==> src/rtl/pattern_check_arbiter.sv <==
// pattern_check_arbiter
// Two requesters share one serial pattern checker. A round-robin arbiter
// picks a winner, its word is shifted MSB-first through a PAT_W-bit history
// window, and overlapping matches of PAT are counted. A single-cycle done
// pulse reports the count and the id of the requester that was served.
module pattern_check_arbiter #(
  parameter int                 WORD_W = 8,
  parameter int                 PAT_W  = 5,
  parameter logic [PAT_W-1:0]   PAT    = 5'b11011,
  parameter int                 CNT_W  = 4
) (
  input  logic              clk,
  input  logic              rst,
  input  logic [1:0]        req,
  input  logic [WORD_W-1:0] word0,
  input  logic [WORD_W-1:0] word1,
  output logic [1:0]        gnt,
  output logic              busy,
  output logic              ser_bit,
  output logic              ser_vld,
  output logic              done,
  output logic              done_id,
  output logic [CNT_W-1:0]  match_cnt
);

  localparam int IDX_W = (WORD_W > 1) ? $clog2(WORD_W) : 1;
  localparam logic [CNT_W-1:0] CNT_MAX = {CNT_W{1'b1}};

  typedef enum logic [1:0] {
    IDLE   = 2'd0,
    SHIFT  = 2'd1,
    REPORT = 2'd2
  } state_t;

  state_t             state_q, state_d;
  logic [WORD_W-1:0]  sr_q, sr_d;         // latched word, MSB is the bit on ser_bit
  logic [PAT_W-2:0]   hist_q, hist_d;     // older PAT_W-1 bits; ser_bit completes the window
  logic [IDX_W-1:0]   idx_q, idx_d;       // index k of the bit currently presented
  logic [CNT_W-1:0]   cnt_q, cnt_d;       // running match count for the current word
  logic               ptr_q, ptr_d;       // requester favoured on a tie
  logic               win_q, win_d;       // requester currently being served
  logic [1:0]         gnt_q, gnt_d;
  logic               busy_q, busy_d;
  logic               ser_bit_q, ser_bit_d;
  logic               ser_vld_q, ser_vld_d;
  logic               done_q, done_d;
  logic               done_id_q, done_id_d;
  logic [CNT_W-1:0]   match_cnt_q, match_cnt_d;

  logic [PAT_W-1:0]   window_s;
  logic               winner_s;

  assign gnt       = gnt_q;
  assign busy      = busy_q;
  assign ser_bit   = ser_bit_q;
  assign ser_vld   = ser_vld_q;
  assign done      = done_q;
  assign done_id   = done_id_q;
  assign match_cnt = match_cnt_q;

  // Next-state and output logic: arbitration, serial shifting, match counting.
  always_comb begin
    state_d     = state_q;
    sr_d        = sr_q;
    hist_d      = hist_q;
    idx_d       = idx_q;
    cnt_d       = cnt_q;
    ptr_d       = ptr_q;
    win_d       = win_q;
    gnt_d       = 2'b00;
    busy_d      = busy_q;
    ser_bit_d   = 1'b0;
    ser_vld_d   = 1'b0;
    done_d      = 1'b0;
    done_id_d   = done_id_q;
    match_cnt_d = match_cnt_q;
    window_s    = {hist_q, ser_bit_q};
    winner_s    = 1'b0;

    case (state_q)
      IDLE: begin
        busy_d = 1'b0;
        if (req != 2'b00) begin
          // A lone request wins outright; a tie goes to the favoured side.
          if (req == 2'b11) begin
            winner_s = ptr_q;
          end else begin
            winner_s = req[1];
          end
          win_d     = winner_s;
          sr_d      = winner_s ? word1 : word0;
          gnt_d     = winner_s ? 2'b10 : 2'b01;
          busy_d    = 1'b1;
          ser_bit_d = sr_d[WORD_W-1];
          ser_vld_d = 1'b1;
          hist_d    = '0;
          idx_d     = '0;
          cnt_d     = '0;
          ptr_d     = ~winner_s;
          state_d   = SHIFT;
        end else begin
          state_d = IDLE;
        end
      end

      SHIFT: begin
        // History is cleared at grant, so the window never spans two words.
        hist_d = window_s[PAT_W-2:0];
        if ((window_s == PAT) && (idx_q >= IDX_W'(PAT_W-1)) && (cnt_q != CNT_MAX)) begin
          cnt_d = cnt_q + {{(CNT_W-1){1'b0}}, 1'b1};
        end else begin
          cnt_d = cnt_q;
        end
        if (idx_q == IDX_W'(WORD_W-1)) begin
          done_d      = 1'b1;
          done_id_d   = win_q;
          match_cnt_d = cnt_d;
          state_d     = REPORT;
        end else begin
          sr_d      = {sr_q[WORD_W-2:0], 1'b0};
          idx_d     = idx_q + {{(IDX_W-1){1'b0}}, 1'b1};
          ser_bit_d = sr_d[WORD_W-1];
          ser_vld_d = 1'b1;
          state_d   = SHIFT;
        end
      end

      REPORT: begin
        busy_d  = 1'b0;
        state_d = IDLE;
      end

      default: begin
        busy_d  = 1'b0;
        state_d = IDLE;
      end
    endcase
  end

  // State and output registers with synchronous reset; reset drops any word in flight.
  always_ff @(posedge clk) begin
    if (rst) begin
      state_q     <= IDLE;
      sr_q        <= '0;
      hist_q      <= '0;
      idx_q       <= '0;
      cnt_q       <= '0;
      ptr_q       <= 1'b0;
      win_q       <= 1'b0;
      gnt_q       <= 2'b00;
      busy_q      <= 1'b0;
      ser_bit_q   <= 1'b0;
      ser_vld_q   <= 1'b0;
      done_q      <= 1'b0;
      done_id_q   <= 1'b0;
      match_cnt_q <= '0;
    end else begin
      state_q     <= state_d;
      sr_q        <= sr_d;
      hist_q      <= hist_d;
      idx_q       <= idx_d;
      cnt_q       <= cnt_d;
      ptr_q       <= ptr_d;
      win_q       <= win_d;
      gnt_q       <= gnt_d;
      busy_q      <= busy_d;
      ser_bit_q   <= ser_bit_d;
      ser_vld_q   <= ser_vld_d;
      done_q      <= done_d;
      done_id_q   <= done_id_d;
      match_cnt_q <= match_cnt_d;
    end
  end

endmodule

==> config.mk <==
export PLATFORM = sky130hd
export DESIGN_NAME = pattern_check_arbiter
export DESIGN_NICKNAME = d
export VERILOG_FILES = /design/src/rtl/pattern_check_arbiter.sv
export SDC_FILE = /design/constraint.sdc
export NUM_CORES = 1
export LEC_CHECK = 0
export ABC_AREA = 1
export CAP_MARGIN = 0
export CORE_UTILIZATION = 25
export DETAILED_ROUTE_END_ITERATION = 8
export SYNTH_ARGS = -nofsm -noshare
export SYNTH_HDL_FRONTEND = slang
export SYNTH_SLANG_ARGS = --single-unit
==> constraint.sdc <==
create_clock -name clk -period 1.46 [get_ports clk]
set_input_delay 0.219 -clock clk [delete_from_list [all_inputs] [get_ports clk]]
set_output_delay 0.219 -clock clk [all_outputs]
set_load 0.03 [all_outputs]
* After elaboration in Yosys (flattened, before gate mapping)
Index checks and enable logic that the tools add are counted.
Word-level totals: register bits after elaboration 33, bits in latches 0, memory bits (writable) 0, ROM bits 0, logic and storage cells 65, memories 0
Operators by class: $add $sub $neg 2, $mul 0, div/mod/pow operators 0, order comparisons 1, equal/unequal tests 7, shifts and indexed selects 0, multiplexer cells 26, bitwise operators 4, reduce and logical (&&, ||, !) cells 11
Operators with widths (number):
- $pmux 4 s2 | 2
- $mux 7 | 2
- $pmux 7 s2 | 1
- $mux 1 | 9
- $mux 4 | 2
- $mux 8 | 1
- $mux 3 | 2
- $pmux 1 s2 | 3
- $pmux 3 s2 | 1
- $reduce_and 2->1 | 3
- $eq 5x5->1 const B | 1
- $add 4x1->4 const B | 1
- $mux 2 | 2
- $ne 2x2->1 const B | 2
- $ne 4x4->1 const B | 1
- $not 1->1 | 4
- $pmux 2 s2 | 1
- $reduce_bool 2->1 | 2
- $add 3x1->3 const B | 1
- $eq 3x3->1 const B | 1
- $ge 3x3->1 const B | 1
- $reduce_and 3->1 | 1
- $reduce_or 3->1 | 1
- $eq 2x1->1 const B | 1
- other kinds (4) | 5

* Longest topological paths before layout
Gate-level depths: netlist of run 1.
depth in word-level cells 7, depth in mapped cells 9, depth with buffers taken out 9

* Least setup slack after synthesis of run 1
OpenSTA, ideal clock, no wires.
kind register -> register, start register state_q[0], end register match_cnt_q[3], in the netlist match_cnt[3], arrival 1.330 ns, slack 0.016 ns, stages on the path, launching flop included 9, buffers on the path 1, clock period less this slack 1.444 ns, cells stage by stage dfxtp_1 inv_1 nor2_4 inv_2 buf_6 nor2_8 inv_1 o21bai_1 inv_1
Between the ends: word-level cells in the longest chain between the ends 2
RTL lines:
- start: declaration | line 35 | state_t state_q, state_d;
- start signal: assignment | line 158 | state_q <= state_d;
- $eq 2x1->1 | line 80 | case (state_q)
- $reduce_and 2->1 (no source line)
- end signal: assignment | line 171 | match_cnt_q <= match_cnt_d;
- end: declaration | line 48 | logic [CNT_W-1:0] match_cnt_q, match_cnt_d;
Every way passes these cells. A chain may end at the register's enable or synchronous reset.

* Final worst setup path of run 1
start input port req[1], end register sr_q[6]
Between the ends: word-level cells in the longest chain between the ends 7
RTL lines:
- start: declaration | line 14 | input logic [1:0] req,
- $eq 2x2->1 | line 85 | if (req == 2'b11) begin
- $mux 1 | line 85
- $mux 1 | line 83 | if (req != 2'b00) begin
- $mux 1 | line 80
- $mux 8 | line 91 | sr_d = winner_s ? word1 : word0;
- $mux 7 | line 83
- $pmux 7 s2 | line 80
- end signal: assignment | line 159 | sr_q <= sr_d;
- end: declaration | line 36 | logic [WORD_W-1:0] sr_q, sr_d;
Parallel ways exist; a longest one is shown, timed or not. The select of a mux whose other input is x is not followed.

==> impl_metrics.py, run 1 <==
metrics = {
    "global_route": {
        "grt_use_total_pct": 11.8,
        "grt_overflow": 0,
        "grt_antenna_before_repair": 0,
        "grt_pass1_vias": 1256,
        "grt_pass1_wl_um": 5580,
        "grt_max_degree": 17,
    },
    "critical_path": {
        "r2r_slack_ns": 0.13,
        "startpoint_type": "primary input",
        "crit_arrival_ns": 1.50,
        "end_kind": "flip-flop",
        "reg2regPathDepth": 7,
        "worstPathRequired_ns": 1.63,
        "reg2reg_to": "sr_q[4]$_SDFFE_PP0P_",
        "worstReg2RegStart": "idx_q[0]$_SDFFE_PP0P_",
        "crit_type": "primary input to flip-flop",
        "crit_fanout": 10,
    },
    "logic_synthesis": {
        "synthFlopType": "dfxtp_1",
        "ys_warn_count": 0,
        "synthCells": 191,
        "avgSynthCellArea_um2": 7.59,
        "ys_ff_latch": 32,
        "synth_area_mm2": 0.00145,
        "syn_nets": 214,
        "seq_area_frac_synth_pct": 44.2,
        "ys_types": 26,
        "synth_edf_count": 0,
        "async_flop_share_pct": 0,
    },
    "final_layout": {
        "drive_above_1_share_pct": 16.9,
        "fill_cells": 606,
        "fin_nets": 259,
        "diodes": 0,
        "stdcell_area_mm2": 0.00201,
        "syn_to_final_growth_pct": 38.3,
    },
    "die": {
        "die_area_mm2": 0.00611,
        "row_count": 27,
        "die_x_um": 78.2,
        "core_mm2": 0.00554,
        "ios": 31,
        "chipHeight_um": 78.2,
        "start_util_pct": 26.2,
    },
    "routing": {
        "wl_met3_um": 143,
        "drt-total-wl_um": 3270,
        "vias": 1326,
        "drc": 0,
        "drtIter0Drc": 30,
        "dr_wl_met2_um": 1520,
        "wl_per_cell_um": 10.6,
        "drt_first_pass_iters": 4,
        "wl_met1_um": 1560,
        "drt-vias-per-instance": 4.31,
        "dr.max_layer_used": "met4",
        "ant_nets": 0,
    },
    "pwr": {
        "p_leak_nw": 0.856,
        "p_total_mw": 1.91,
        "power_density_mw_per_mm2": 952,
        "ir_drop_v": 0.000343,
    },
    "sta": {
        "rsz0062_at_grt": "false",
        "hold_slack_ns": 0.462,
        "fmax_mhz": 748,
        "hold_violations": 0,
        "tightest_slew_ns": 0.306,
        "maxSlewHeadroom_pct": 79.7,
        "final-setup-viol-count": 0,
        "final.setup_skew_ns": 0.00630,
        "final_max_slew_viol_count": 0,
        "fin_crit_ns": 1.34,
        "final.period_utilization_pct": 91.5,
    },
    "status": {
        "outcome": "completed",
    },
    "clocking": {
        "cts_setup_buffers": 0,
        "htreeDepth": 2,
        "clk_pin_slew_ns": 0.07,
        "cts_tree": "built",
        "postCtsHoldBufs": 0,
        "clock_sinks": 32,
        "clockRootBuffer": "clkbuf_8",
        "insertion_delay_ns": 0.28,
        "cts_buffers": 5,
        "cts.path.max_buffers": 2,
    },
    "flow_run": {
        "maxCapViolations": 0,
    },
    "hold_path": {
        "hold_class": "flip-flop to flip-flop",
        "worstHoldEndpoint": "hist_q[3]$_SDFFE_PP0P_",
        "holdPathStages": 2,
        "hp-start": "hist_q[3]$_SDFFE_PP0P_",
    },
    "placed_design": {
        "gp_congestion": 0.747,
        "port_buffers": 30,
        "hpwlAfterDp_um": 2420,
        "placed_area_mm2": 0.00192,
    },
}
critical path, cell delays in order:
cell	delay, ns
clkdlybuf4s50_1	0.52
nand2_1	0.12
buf_4	0.19
or2_2	0.27
o211ai_1	0.09
a21oi_1	0.09
power breakdown:
| part | internal (mW) | switching [mW] |
|---|---|---|
| registers | 0.917 | 0.0233 |
| logic | 0.157 | 0.177 |
| clock network | 0.323 | 0.312 |
| total | 1.40 | 0.512 |
through the flow:
step                worst slack [ns]  utilization, %  instances  setup TNS [ns]
finish                         0.124            36.2        308               0
global route                 0.00317            36.2        308               0
CTS                           0.0362            35.8        308               0
detailed placement            -0.140            34.6        301           -1.69
global placement              -0.152            34.6        301           -1.71
floorplan                     0.0160               -        191               0
cell usage in the layout, fill, tap and decap left out, types with 2 or more instances in the layout:
cell type,n
clkbuf_8,5
o21a_1,2
or2_2,5
buf_4,12
o211ai_1,5
inv_1,16
dfxtp_1,32
nor2_1,18
clkdlybuf4s50_1,19
inv_2,2
nand2_1,42
nor2_2,2
nor2_4,2
a21oi_2,3
ha_1,2
nand3_1,8
o21ai_0,14
dlygate4sd2_1,11
a21oi_1,21
routing by layer:
layer,GRT usage (%),vias to the layer above
met1,14.3,586
li1,-,709
met5,0,-
met3,3.95,5
met4,4.44,0
met2,19.2,26
area by class of cell:
| class | instances | area [um^2] | area share (%) |
|---|---|---|---|
| clock inverter | 1 | 5.00 | 0.250 |
| multi-input combinational | 134 | 714 | 35.6 |
| clock buffer | 6 | 72.6 | 3.62 |
| inverter | 19 | 75.1 | 3.74 |
| sequential | 32 | 641 | 31.9 |
| tap | 72 | 90.1 | 4.49 |
| timing repair buffer | 44 | 408 | 20.3 |
synthesized netlist by cell type (3+ instances only):
library cell | number | area, um^2
dfxtp_1 | 32 | 641
o21ai_0 | 15 | 75.1
nand3_1 | 9 | 45.0
inv_1 | 16 | 60.1
or2_2 | 5 | 31.3
nand2_1 | 42 | 158
clkbuf_1 | 3 | 11.3
a21oi_1 | 23 | 115
ha_1 | 3 | 37.5
nor2_1 | 18 | 67.6
o211ai_1 | 5 | 37.5
how the worst max path moves through the flow:
stage / cells after the start / slack (ns) / from / end
4_1_cts: 7 / 0.04 / idx_q[0]$_SDFFE_PP0P_ / sr_q[6]$_SDFFE_PP0P_
3_3_place_gp: 6 / -0.15 / req[0] / sr_q[6]$_SDFFE_PP0P_
5_1_grt: 7 / 0.003 / idx_q[0]$_SDFFE_PP0P_ / sr_q[4]$_SDFFE_PP0P_
6_report: 6 / 0.12 / req[1] / sr_q[6]$_SDFFE_PP0P_
2_1_floorplan: 8 / 0.02 / state_q[0]$_SDFF_PP0_ / match_cnt[3]$_SDFFE_PP0P_
3_5_place_dp: 6 / -0.14 / req[0] / sr_q[6]$_SDFFE_PP0P_
cell families (layout without fill, tap and decap cells):
kind of cell	after synthesis	count (layout)	synth area share [%]
AOI/OAI and AO/OA	50	50	20.0
xor gates and xnor gates	1	1	0.604
adders and majority gates	3	3	2.59
buffers and inverters	25	70	7.59
DFF	32	32	44.2
and+or+nand+nor	80	80	25.0
sequential cells by signal (all words and copies together) (netlist names):
signal	flops
sr_q	7
cnt_q	4
hist_q	4
match_cnt	4
idx_q	3
gnt	2
state_q	2
busy	1
done	1
done_id	1
ptr_q	1
ser_bit	1
win_q	1
timing repair:
action | 4_1_cts | 5_1_grt
hold endpoints to repair | 0 | 0
gates resized for setup | 11 | 7
setup endpoints to repair | 11 | 10
pin swaps | 0 | 2
Power figures use the tool's default switching activity.
==> run 2, diff against run 1 <==
Settings changed: SLEW_MARGIN set to 20.
==> results of run 2 <==
Final layout, timing and power as in run 1 (identical DEF).
==> run 3, diff against run 2 <==
Settings changed: CORE_MARGIN set to 3.
==> impl_metrics.py, run 3 (synthesis gave the netlist of run 1 again) <==
metrics = {
    "status": {
        "outcome": "completed",
    },
    "final_layout": {
        "fin_cells": 313,
        "fin_nets": 263,
        "syn_to_final_growth_pct": 41.7,
        "postLayoutCoreUtil_pct": 36.9,
        "final_common_cell": "nand2_1",
        "final_cell_mix": "nand2_1, dfxtp_1, a21oi_1, clkdlybuf4s50_1, nor2_1",
        "multi_input_comb_area_um2": 719,
        "drive_above_1_share_pct": 18.3,
        "fill_cells": 591,
        "regMostFlops": "sr_q",
        "regArea_um2": 641,
        "diodes": 0,
        "largest_reg_flops": 7,
    },
    "pwr": {
        "p_leak_nw": 0.889,
        "ir_drop_v": 0.000534,
        "power_density_mw_per_mm2": 1030,
    },
    "sta": {
        "fin_crit_ns": 1.38,
        "hold_violations": 0,
        "maxSlewHeadroom_pct": 79.2,
        "fmax_mhz": 725,
        "final-setup-viol-count": 0,
        "final.period_utilization_pct": 94.5,
        "tightest_slew_ns": 0.314,
        "final.setup_skew_ns": 0.0104,
        "final_max_slew_viol_count": 0,
        "hold_slack_ns": 0.466,
        "rsz0062_at_grt": "false",
    },
    "flow_run": {
        "maxCapViolations": 0,
    },
    "clocking": {
        "cts_tree": "built",
        "htreeDepth": 2,
        "clk_pin_slew_ns": 0.07,
        "insertion_delay_ns": 0.29,
        "clock_sinks": 32,
        "clockRootBuffer": "clkbuf_8",
        "cts.path.max_buffers": 2,
        "cts_buffers": 5,
        "postCtsHoldBufs": 0,
    },
    "critical_path": {
        "crit_fanout": 8,
        "crit_arrival_ns": 1.55,
        "crit_type": "flip-flop to flip-flop",
        "startpoint_type": "flip-flop",
        "worstPathRequired_ns": 1.63,
        "end_kind": "flip-flop",
    },
    "global_route": {
        "grt_antenna_before_repair": 0,
        "grt_overflow": 0,
        "grt_use_total_pct": 11.0,
        "grt_pass1_wl_um": 5660,
        "grt_pass1_vias": 1296,
        "grt_max_degree": 17,
    },
    "routing": {
        "drt-vias-per-instance": 4.32,
        "drtIter0Drc": 42,
        "vias": 1352,
        "ant_nets": 0,
        "drc": 0,
        "drt-total-wl_um": 3380,
        "wl_per_cell_um": 10.8,
        "drt_first_pass_iters": 4,
    },
    "die": {
        "row_count": 27,
        "core_mm2": 0.00557,
        "chipHeight_um": 82.2,
        "start_util_pct": 26.0,
        "die_x_um": 82.2,
        "die_area_mm2": 0.00675,
        "ios": 31,
    },
    "placed_design": {
        "hpwlAfterDp_um": 2580,
        "dp.cells": 303,
        "gp_congestion": 0.726,
        "port_buffers": 30,
    },
    "hold_path": {
        "hold_class": "flip-flop to flip-flop",
    },
}
run 3: cell count changes in the layout (fill, tap and decap cells not counted), sizes merged:
cell,delta
bufinv,+1
clkinvlp,-1
buf,+4
clkinv,+1
run 3: cell type report:
cell class                 count  share of cell area, %
tap                           72                   4.38
clock inverter                 2                   1.71
inverter                      19                   3.47
sequential                    32                   31.2
timing repair buffer          48                   20.7
multi-input combinational    134                   35.0
clock buffer                   6                   3.53
run 3: worst max-delay path: stages (launching register included):
cell and delay [ns]:
dfxtp_1 0.32, ha_1 0.20, ha_2 0.19, nor2_4 0.15, nor2_4 0.06, buf_6 0.13
a21oi_1 0.13, a21oi_1 0.09
run 3: what timing repair did:
item / CTS / global route
setup buffers: 0 / 2
endpoints found under the setup margin: 11 / 15
gates resized for setup: 11 / 7
pin swaps: 0 / 2
run 3: power by group:
part           total (mW)  internal (mW)  leakage (nW)  switching (mW)
logic               0.344          0.163         0.573           0.181
clock network       0.842          0.506        0.0552           0.336
registers           0.939          0.917         0.261          0.0220
run 3: worst paths after layout:
check	end	cells after the start	slack, ns	from
worst max register to register	sr_q[6]$_SDFFE_PP0P_	7	0.08	idx_q[0]$_SDFFE_PP0P_
worst min register to register	busy$_SDFFE_PP0N_	2	0.47	busy$_SDFFE_PP0N_
worst min-delay path	busy$_SDFFE_PP0N_	2	0.47	busy$_SDFFE_PP0N_
worst max-delay path	sr_q[6]$_SDFFE_PP0P_	7	0.08	idx_q[0]$_SDFFE_PP0P_
run 3: layer usage:
metal | GRT usage, % | vias up | part of all wire [%]
met5 | 0 | - | 0
met4 | 4.15 | 0 | 1.5
met3 | 3.47 | 7 | 4.1
met2 | 18.1 | 23 | 47
met1 | 13.4 | 601 | 47
li1 | - | 721 | -
run 3: metrics by stage:
| stage | cell area (um^2) | worst slack (ns) | power (mW) | TNS, ns |
|---|---|---|---|---|
| after floorplan | 1450 | 0.0160 | 1.14 | 0 |
| after global placement | 1920 | -0.164 | 1.29 | -1.69 |
| after detailed placement | 1920 | -0.176 | 1.30 | -2.03 |
| after CTS | 2020 | 0.00983 | 2.13 | 0 |
| after global routing | 2050 | 0.000409 | 2.23 | 0 |
| final | 2050 | 0.0804 | 2.12 | 0 |
